==> src/rtl/pulse_train_analyzer_if.sv <==
// Control and measurement bundle for the pulse train analyzer.
// The master side drives the train and settings; the analyzer is the slave.
interface pulse_train_analyzer_if #(
    parameter int CNT_W = 32
);
    logic             enable;
    logic             pulse_in;
    logic [CNT_W-1:0] timeout_cycles;
    logic [CNT_W-1:0] pw_meas;
    logic [CNT_W-1:0] pri_meas;
    logic             meas_valid;
    logic             meas_sat;
    logic [CNT_W-1:0] pulse_count;
    logic             no_signal;

    modport master (
        output enable,
        output pulse_in,
        output timeout_cycles,
        input  pw_meas,
        input  pri_meas,
        input  meas_valid,
        input  meas_sat,
        input  pulse_count,
        input  no_signal
    );

    modport slave (
        input  enable,
        input  pulse_in,
        input  timeout_cycles,
        output pw_meas,
        output pri_meas,
        output meas_valid,
        output meas_sat,
        output pulse_count,
        output no_signal
    );
endinterface

==> src/rtl/pulse_train_analyzer.sv <==
// Measures pulse width, repetition interval and count of an async pulse train,
// with loss-of-signal timeout, in clk_in cycles.
module pulse_train_analyzer #(
    parameter int CNT_W       = 32,
    parameter int SYNC_STAGES = 2
) (
    input logic                   clk_in,
    input logic                   reset,
    pulse_train_analyzer_if.slave bus
);

    typedef enum logic [1:0] {
        S_ARM,
        S_WAIT,
        S_HIGH,
        S_LOW
    } state_t;

    localparam logic [CNT_W-1:0] CNT_MAX   = {CNT_W{1'b1}};
    localparam logic [CNT_W-1:0] CNT_ONE   = {{(CNT_W-1){1'b0}}, 1'b1};
    localparam logic [1:0]       FILL_DONE = 2'(SYNC_STAGES);

    logic [SYNC_STAGES-1:0] sync_q, sync_d;
    logic                   pulse_d_q, pulse_d_d;
    logic [1:0]             fill_q, fill_d;
    logic                   en_q, en_d;
    state_t                 state_q, state_d;

    logic [CNT_W-1:0] pw_cnt_q, pw_cnt_d;
    logic [CNT_W-1:0] pri_cnt_q, pri_cnt_d;
    logic [CNT_W-1:0] pw_hold_q, pw_hold_d;
    logic             pw_sat_q, pw_sat_d;
    logic             pri_sat_q, pri_sat_d;
    logic             hold_sat_q, hold_sat_d;

    logic [CNT_W-1:0] pw_meas_q, pw_meas_d;
    logic [CNT_W-1:0] pri_meas_q, pri_meas_d;
    logic             meas_valid_q, meas_valid_d;
    logic             meas_sat_q, meas_sat_d;
    logic [CNT_W-1:0] pulse_count_q, pulse_count_d;
    logic             no_signal_q, no_signal_d;

    logic pulse_s;
    logic primed;
    logic rise;
    logic fall;
    logic tmo_hit;

    function automatic logic [CNT_W-1:0] sat_inc(input logic [CNT_W-1:0] v);
        return (v == CNT_MAX) ? v : v + CNT_ONE;
    endfunction

    assign pulse_s = sync_q[SYNC_STAGES-1];
    // the synchronizer flops reset low, so pulse_s is only trusted once
    // it reflects a real sample; this stops a line already high at reset
    // release from looking like a fresh rising edge
    assign primed  = (fill_q == FILL_DONE);
    assign rise    = pulse_s & ~pulse_d_q;
    assign fall    = ~pulse_s & pulse_d_q;
    assign tmo_hit = (bus.timeout_cycles != '0) &&
                     (pri_cnt_q >= bus.timeout_cycles);

    always_ff @(posedge clk_in or posedge reset) begin
        if (reset) begin
            sync_q        <= '0;
            pulse_d_q     <= 1'b0;
            fill_q        <= '0;
            en_q          <= 1'b0;
            state_q       <= S_ARM;
            pw_cnt_q      <= '0;
            pri_cnt_q     <= '0;
            pw_hold_q     <= '0;
            pw_sat_q      <= 1'b0;
            pri_sat_q     <= 1'b0;
            hold_sat_q    <= 1'b0;
            pw_meas_q     <= '0;
            pri_meas_q    <= '0;
            meas_valid_q  <= 1'b0;
            meas_sat_q    <= 1'b0;
            pulse_count_q <= '0;
            no_signal_q   <= 1'b1;
        end else begin
            sync_q        <= sync_d;
            pulse_d_q     <= pulse_d_d;
            fill_q        <= fill_d;
            en_q          <= en_d;
            state_q       <= state_d;
            pw_cnt_q      <= pw_cnt_d;
            pri_cnt_q     <= pri_cnt_d;
            pw_hold_q     <= pw_hold_d;
            pw_sat_q      <= pw_sat_d;
            pri_sat_q     <= pri_sat_d;
            hold_sat_q    <= hold_sat_d;
            pw_meas_q     <= pw_meas_d;
            pri_meas_q    <= pri_meas_d;
            meas_valid_q  <= meas_valid_d;
            meas_sat_q    <= meas_sat_d;
            pulse_count_q <= pulse_count_d;
            no_signal_q   <= no_signal_d;
        end
    end

    always_comb begin
        state_d = state_q;
        if (!bus.enable) begin
            state_d = S_ARM;
        end else begin
            unique case (state_q)
                S_ARM: begin
                    if (primed && !pulse_s) state_d = S_WAIT;
                end
                S_WAIT: begin
                    if (rise) state_d = S_HIGH;
                end
                S_HIGH: begin
                    if (tmo_hit)   state_d = S_WAIT;
                    else if (fall) state_d = S_LOW;
                end
                S_LOW: begin
                    if (rise)         state_d = S_HIGH;
                    else if (tmo_hit) state_d = S_WAIT;
                end
                default: state_d = S_ARM;
            endcase
        end
    end

    always_comb begin
        sync_d        = {sync_q[SYNC_STAGES-2:0], bus.pulse_in};
        pulse_d_d     = pulse_s;
        fill_d        = primed ? fill_q : fill_q + 2'd1;
        en_d          = bus.enable;
        pw_cnt_d      = pw_cnt_q;
        pri_cnt_d     = pri_cnt_q;
        pw_hold_d     = pw_hold_q;
        pw_sat_d      = pw_sat_q;
        pri_sat_d     = pri_sat_q;
        hold_sat_d    = hold_sat_q;
        pw_meas_d     = pw_meas_q;
        pri_meas_d    = pri_meas_q;
        meas_valid_d  = 1'b0;
        meas_sat_d    = meas_sat_q;
        pulse_count_d = pulse_count_q;
        no_signal_d   = no_signal_q;

        if (!bus.enable) begin
            pw_cnt_d    = '0;
            pri_cnt_d   = '0;
            pw_hold_d   = '0;
            pw_sat_d    = 1'b0;
            pri_sat_d   = 1'b0;
            hold_sat_d  = 1'b0;
            no_signal_d = 1'b1;
        end else begin
            if (!en_q) pulse_count_d = '0;
            unique case (state_q)
                S_WAIT: begin
                    if (rise) begin
                        pw_cnt_d      = CNT_ONE;
                        pri_cnt_d     = CNT_ONE;
                        pw_sat_d      = 1'b0;
                        pri_sat_d     = 1'b0;
                        pulse_count_d = pulse_count_q + CNT_ONE;
                        no_signal_d   = 1'b0;
                    end
                end
                S_HIGH: begin
                    if (tmo_hit) begin
                        no_signal_d = 1'b1;
                    end else begin
                        pri_cnt_d = sat_inc(pri_cnt_q);
                        pri_sat_d = pri_sat_q | (pri_cnt_q == CNT_MAX);
                        if (pulse_s) begin
                            pw_cnt_d = sat_inc(pw_cnt_q);
                            pw_sat_d = pw_sat_q | (pw_cnt_q == CNT_MAX);
                        end
                        if (fall) begin
                            pw_hold_d  = pw_cnt_q;
                            hold_sat_d = pw_sat_q;
                        end
                    end
                end
                S_LOW: begin
                    // a rise landing on the timeout cycle still closes the period
                    if (rise) begin
                        pw_meas_d     = pw_hold_q;
                        pri_meas_d    = pri_cnt_q;
                        meas_sat_d    = hold_sat_q | pri_sat_q;
                        meas_valid_d  = 1'b1;
                        pulse_count_d = pulse_count_q + CNT_ONE;
                        pw_cnt_d      = CNT_ONE;
                        pri_cnt_d     = CNT_ONE;
                        pw_sat_d      = 1'b0;
                        pri_sat_d     = 1'b0;
                    end else if (tmo_hit) begin
                        no_signal_d = 1'b1;
                    end else begin
                        pri_cnt_d = sat_inc(pri_cnt_q);
                        pri_sat_d = pri_sat_q | (pri_cnt_q == CNT_MAX);
                    end
                end
                default: begin
                end
            endcase
        end
    end

    assign bus.pw_meas     = pw_meas_q;
    assign bus.pri_meas    = pri_meas_q;
    assign bus.meas_valid  = meas_valid_q;
    assign bus.meas_sat    = meas_sat_q;
    assign bus.pulse_count = pulse_count_q;
    assign bus.no_signal   = no_signal_q;

endmodule

==> src/flat_wrapper.sv <==
// flat-port wrapper written by rule: the top's interface ports become plain ports
module pulse_train_analyzer_flat 
#(
    parameter int CNT_W       = 32,
    parameter int SYNC_STAGES = 2
)
  (clk_in, reset, bus_enable, bus_pulse_in, bus_timeout_cycles, bus_pw_meas, bus_pri_meas, bus_meas_valid, bus_meas_sat, bus_pulse_count, bus_no_signal);
  pulse_train_analyzer_if #(.CNT_W(CNT_W)) bus_i ();
  input logic clk_in;
  input logic reset;
  input wire logic [$bits(bus_i.enable)-1:0] bus_enable;
  input wire logic [$bits(bus_i.pulse_in)-1:0] bus_pulse_in;
  input wire logic [$bits(bus_i.timeout_cycles)-1:0] bus_timeout_cycles;
  output wire logic [$bits(bus_i.pw_meas)-1:0] bus_pw_meas;
  output wire logic [$bits(bus_i.pri_meas)-1:0] bus_pri_meas;
  output wire logic [$bits(bus_i.meas_valid)-1:0] bus_meas_valid;
  output wire logic [$bits(bus_i.meas_sat)-1:0] bus_meas_sat;
  output wire logic [$bits(bus_i.pulse_count)-1:0] bus_pulse_count;
  output wire logic [$bits(bus_i.no_signal)-1:0] bus_no_signal;
  assign bus_i.enable = bus_enable;
  assign bus_i.pulse_in = bus_pulse_in;
  assign bus_i.timeout_cycles = bus_timeout_cycles;
  assign bus_pw_meas = bus_i.pw_meas;
  assign bus_pri_meas = bus_i.pri_meas;
  assign bus_meas_valid = bus_i.meas_valid;
  assign bus_meas_sat = bus_i.meas_sat;
  assign bus_pulse_count = bus_i.pulse_count;
  assign bus_no_signal = bus_i.no_signal;
  pulse_train_analyzer #(.CNT_W(CNT_W), .SYNC_STAGES(SYNC_STAGES)) u_core (.clk_in(clk_in), .reset(reset), .bus(bus_i));
endmodule
==> config.mk <==
export PLATFORM = sky130hd
export DESIGN_NAME = pulse_train_analyzer_flat
export DESIGN_NICKNAME = d
export VERILOG_FILES = /design/src/rtl/pulse_train_analyzer_if.sv /design/src/rtl/pulse_train_analyzer.sv /design/src/flat_wrapper.sv
export SDC_FILE = /design/constraint.sdc
export NUM_CORES = 1
export LEC_CHECK = 0
export ABC_AREA = 1
export BUFFER_PORTS_ARGS = -buffer_cell sky130_fd_sc_hd__buf_2
export CAP_MARGIN = 10
export CORE_MARGIN = 2
export CORE_UTILIZATION = 55
export CTS_CLUSTER_SIZE = 20
export DETAILED_ROUTE_END_ITERATION = 6
export PLACE_DENSITY_LB_ADDON = 0.3
export RECOVER_POWER = 50
export SKIP_LAST_GASP = 1
export SYNTH_ARGS = -nofsm -noshare
export SYNTH_HDL_FRONTEND = slang
export SYNTH_SLANG_ARGS = --single-unit
==> constraint.sdc <==
create_clock -name clk_in -period 11.1 [get_ports clk_in]
set_input_delay 0 -clock clk_in [delete_from_list [all_inputs] [get_ports clk_in]]
set_output_delay 0 -clock clk_in [all_outputs]
set_load 0.03 [all_outputs]
* After elaboration in Yosys (flattened, before gate mapping) *
Index checks and enable logic that the tools add are counted.

storage, ports and cells
  bits in writable memories = 0
  bits in latches = 0
  output and inout bits = 99
  memories = 0
  flip-flop bits (word level) = 206
  memory bits (read-only) = 0

operators by class
  reductions and logical operators = 13
  bitwise operators = 7
  multiplexer cells = 46
  $mul = 0
  equality and inequality tests = 20
  $add $sub $neg = 4
  div/mod/pow operators = 0
  shifts and indexed selects = 0
  order comparisons = 1

operators by type and width
  operator                                                          number
  32-bit two-way mux                                                16
  32-bit by 1-bit adder with 32-bit output (second input constant)  3
  32-bit case mux with 3 select lines                               1
  32-bit == test (second input constant)                            2
  32-bit case mux with 2 select lines                               1
  32-bit >= comparator                                              1
  32-bit nonzero test                                               1
  1-bit two-way mux                                                 17
  3-bit by 2-bit != test with 1-bit output (second input constant)  5
  2-bit two-way mux                                                 7
  3-bit != test (second input constant)                             3
  3-bit AND reduction                                               3
  4-bit by 2-bit != test with 1-bit output (second input constant)  2
  2-bit case mux with 4 select lines                                1
  4-bit AND reduction                                               2
  2-bit == test (second input constant)                             3
  1-bit case mux with 3 select lines                                2
  5-bit AND reduction                                               1
  2-bit by 1-bit != test with 1-bit output (second input constant)  2
  4-bit by 1-bit != test with 1-bit output (second input constant)  1
  1-bit OR                                                          3
  2-bit by 1-bit adder with 2-bit output (second input constant)    1
  1-bit bitwise AND                                                 2
  2-bit by 1-bit == test with 1-bit output (second input constant)  1
  other kinds (8)                                                   10

* Logic depth before layout (Yosys ltp) *
  word-level depth = 6
  gate-level depth with buffers = 20
  mapped depth without buffers = 19

* Least setup slack after synthesis *
No wires, ideal clock.

  kind = reg2reg
  start point = register u_core.pulse_count_q[0] (netlist: u_core.bus.pulse_count[0])
  end point = register u_core.pulse_count_q[24] (netlist: u_core.bus.pulse_count[24])
  cell stages (with the launch flop) = 13
  path buffers = 0
  arrival = 1.952 ns
  data required time = 10.976 ns
  setup slack = 9.024 ns
  path through = dfrtp_1 > ha_1 > nand3_1 > nor2_1 > nand2_1 > nor2_1 > nand2_1 > nor2_1 > nand3_1 > nor2_1 > nand3_1 > o211ai_1 > nand2_1

between the ends
  word-level cells in the longest chain between the ends = 3

ends and longest elaborated chain
  what                                      line                                                      RTL
  start, declared                           pulse_train_analyzer.sv:40                                logic [CNT_W-1:0] pulse_count_q, pulse_count_d;
  start signal, assigned                    pulse_train_analyzer.sv:98                                pulse_count_q <= pulse_count_d;
  32-bit by 1-bit adder with 32-bit output  pulse_train_analyzer.sv:163, pulse_train_analyzer.sv:190
  32-bit two-way mux                        pulse_train_analyzer.sv:158, pulse_train_analyzer.sv:185
  32-bit two-way mux                        -

No other way between the ends.
A chain may end at the register's enable or synchronous reset.

==> impl_metrics.yaml <==
drt:
  antenna_left: 0
  wl_per_cell_microns: 15.3
  drc: 0
  first_iter_violations: 881
  finalWirelength_microns: 30400
  drt_pass1_iterations: 5
  vias: 11000
  drt-vias-per-instance: 5.53
place:
  dp_hpwl_microns: 20900
  place.gp.congestion: 0.939
  port_buffers: 134
  place_ws_ps: 7900
floorplan:
  core-area_sq_um: 21000
  die_h_microns: 150
  chipWidth_microns: 150
  io-pin-count: 135
  initial_core_util_pct: 55.9
  num_rows: 53
  die_area_sq_um: 22600
critical_path:
  cp.arrival_ps: 4970
  crit_path_top_delay_cell: "clkinvlp_2"
  reg2regPathDepth: 9
  critPathKind: "primary input to asynchronous set/reset pin"
  crit_path_cell_trace: "dlygate4sd3_1, buf_2, clkinvlp_2, buf_4"
  slowest_delay_ps: 3060
  required_ps: 11590
  worst-path-max-fanout: 127
  worst_setup_path_end_kind: "asynchronous set/reset pin"
  startpoint_type: "primary input"
cts:
  ctsResizeCount: 0
  ctsLongestPathBuffers: 3
  cts_hold_buf: 3
  root_buffer: "clkbuf_16"
  cts_tree: "done"
  cts_made_buffers: 23
  cts_setup_buffers: 0
  clock_sinks: 206
  clk_latency_ps: 520
  ctsHtreeMaxLevel: 1
  cts.clk_slew.worst_paths_ps: 60
layout:
  finalNetCount: 1771
  final_layout_size_suffix_gt1_share_pct: 6.12
  fillCellCount: 1909
  final_util_pct: 62.7
  diodes: 0
  area_growth_pct: 12.1
global_route:
  gr-total-overflow: 0
  grt_max_degree: 128
  grt_pass1_vias: 10100
  grtUsageTotal_pct: 27.2
  grt_pass1_wl_microns: 50400
  antenna_found_initial: 0
power_and_ir_drop:
  power_switching_w: 0.000548
  clkPwrFrac_pct: 41.6
  power.density_nw_per_um2: 138
  p_leak_nw: 6.26
  vdd_drop_max_mv: 0.0979
  seqPwrFrac_pct: 43.5
  power_frac_comb_pct: 14.9
  internal_power_w: 0.00128
  finalPower_w: 0.00182
  sw_frac_of_total_pct: 30.1
sta:
  fmax_mhz: 223
  rsz0062_at_grt: "false"
  setup_tns_ps: 0
  fin_crit_ps: 4480
  slew_viol_final: 209
  period_share_pct: 40.3
  maxSlewHeadroom_pct: -275
  worst_pin_slew_ps: 5590
  fin_ws_ps: 6620
  hold_viol: 0
  setup_viol: 0
  clock_skew_ps: 10.1
synth:
  ys_seq_elements: 206
  synth_top_cells_by_count: "nand2_1 (429), inv_1 (208), dfrtp_1 (205)"
  synth_area_per_cell_sq_um: 7.38
  synth_area_sq_um: 11800
  ys_types: 42
  netlist_top_cells_area: "dfrtp_1 (44%), nand2_1 (14%), inv_1 (6.6%)"
  ys_seq_area_share_pct: 43.8
  synthesis.nets: 1665
  yosysWarnings: 0
  yosysMostFrequentCell: "nand2_1"
  syn_inst: 1593
  synth_flop_cell: "dfrtp_1"
  async_flop_share_pct: 100
  synth_top_cell_area_share_pct: 43.6
  yosysTopAreaCell: "dfrtp_1"
  synth_edf_count: 0
min_path:
  hp-class: "primary input to register"
  hold_path_depth: 2
outcome:
  outcome: "complete, but fails checks"
  violations: "max-capacitance violations, max-slew violations"
run:
  cap_violations: 3
kinds of logic (layout without fill, tap and decap cells):
| family | count (synthesis) | in the layout | share of synthesized area [%] |
|---|---|---|---|
| adders and majority gates | 36 | 36 | 3.83 |
| and+or+nand+nor | 826 | 826 | 30.8 |
| DFF | 206 | 206 | 43.8 |
| xor gates and xnor gates | 30 | 30 | 2.23 |
| AOI/OAI and AO/OA | 213 | 213 | 9.71 |
| muxes | 1 | 1 | 0.0851 |
| buffers and inverters | 281 | 404 | 9.45 |
power groups by stage:
stage	logic, W	registers (W)	clock network, W
3_3_place_gp	0.000266	0.000804	0
4_1_cts	0.000273	0.000792	0.000768
5_1_grt	0.000302	0.000796	0.000799
2_1_floorplan	0.000188	0.000821	0
6_report	0.000272	0.000793	0.000758
3_5_place_dp	0.000271	0.000805	0
cell usage in the layout, fill, tap and decap left out, types with 3 or more instances in the layout:
cell and n:
nand2_1 429, inv_1 207, dfrtp_1 205, o21ai_0 145
nor2_1 128, nand3_1 123, clkbuf_1 110, nand4_1 68
nor3_1 44, ha_1 36, buf_2 33, a21oi_1 25
clkbuf_16 23, xnor2_1 18, xor2_1 12, nor4_1 12
o211ai_1 11, o21ai_1 11, inv_2 8, buf_4 7
nor2_4 6, clkbuf_8 6, o22ai_1 5, nor2_2 4
o31ai_1 3, o21a_1 3, clkinv_2 3, o21bai_1 3
dlygate4sd3_1 3
worst paths after layout:
check                                  startpoint                         end  slack [ps]
worst min-delay path                 bus_pulse_in            u_core.sync_q[0]         200
worst min register to register   u_core.sync_q[0]            u_core.sync_q[1]         360
worst max-delay path                        reset  u_core.bus.pulse_count[20]        6620
worst max register to register  u_core.state_q[0]      u_core.bus.pri_meas[9]        7830
max in group clk_in                    bus_enable      u_core.bus.pri_meas[9]        6760
min in group asynchronous                   reset      u_core.bus.pw_meas[19]        1740
metrics by stage:
stage          std cells  instance area (sq um)  hold slack (ps)
4_1_cts             1991                  13300              144
5_1_grt             1991                  13200              201
6_report            1991                  13200              201
3_3_place_gp        1946                  12500              131
2_1_floorplan       1593                  11800             31.4
3_5_place_dp        1946                  12500              136
state kept, by name (all words and copies together), names as in the netlist, 2 cells and up:
register	flops
u_core.state_q	2
u_core.pw_hold_q	32
u_core.sync_q	2
u_core.bus.pw_meas	32
u_core.bus.pulse_count	32
u_core.pw_cnt_q	32
u_core.pri_cnt_q	32
u_core.bus.pri_meas	32
u_core.fill_q	2
critical path: cells and delay by family:
| kind | cells | cell delay, ps |
|---|---|---|
| buffers and inverters | 4 | 4890 |
routing by layer:
metal | share of wire [%] | vias to the layer above | global-route usage (%)
met5 | 0 | - | 0
met4 | 1.7 | 0 | 6.98
met3 | 7.3 | 41 | 3.39
met2 | 45 | 397 | 42.3
met1 | 46 | 5185 | 40.5
li1 | - | 5395 | -
layout make-up:
cell class	instances	area, sq um	area share [%]
clock buffer	37	688	5.22
inverter	217	817	6.20
tap	275	344	2.61
timing repair buffer	145	631	4.78
clock inverter	5	57.6	0.436
sequential	206	5160	39.1
multi-input combinational	1106	5490	41.7
(Power assumes the default switching activity.)
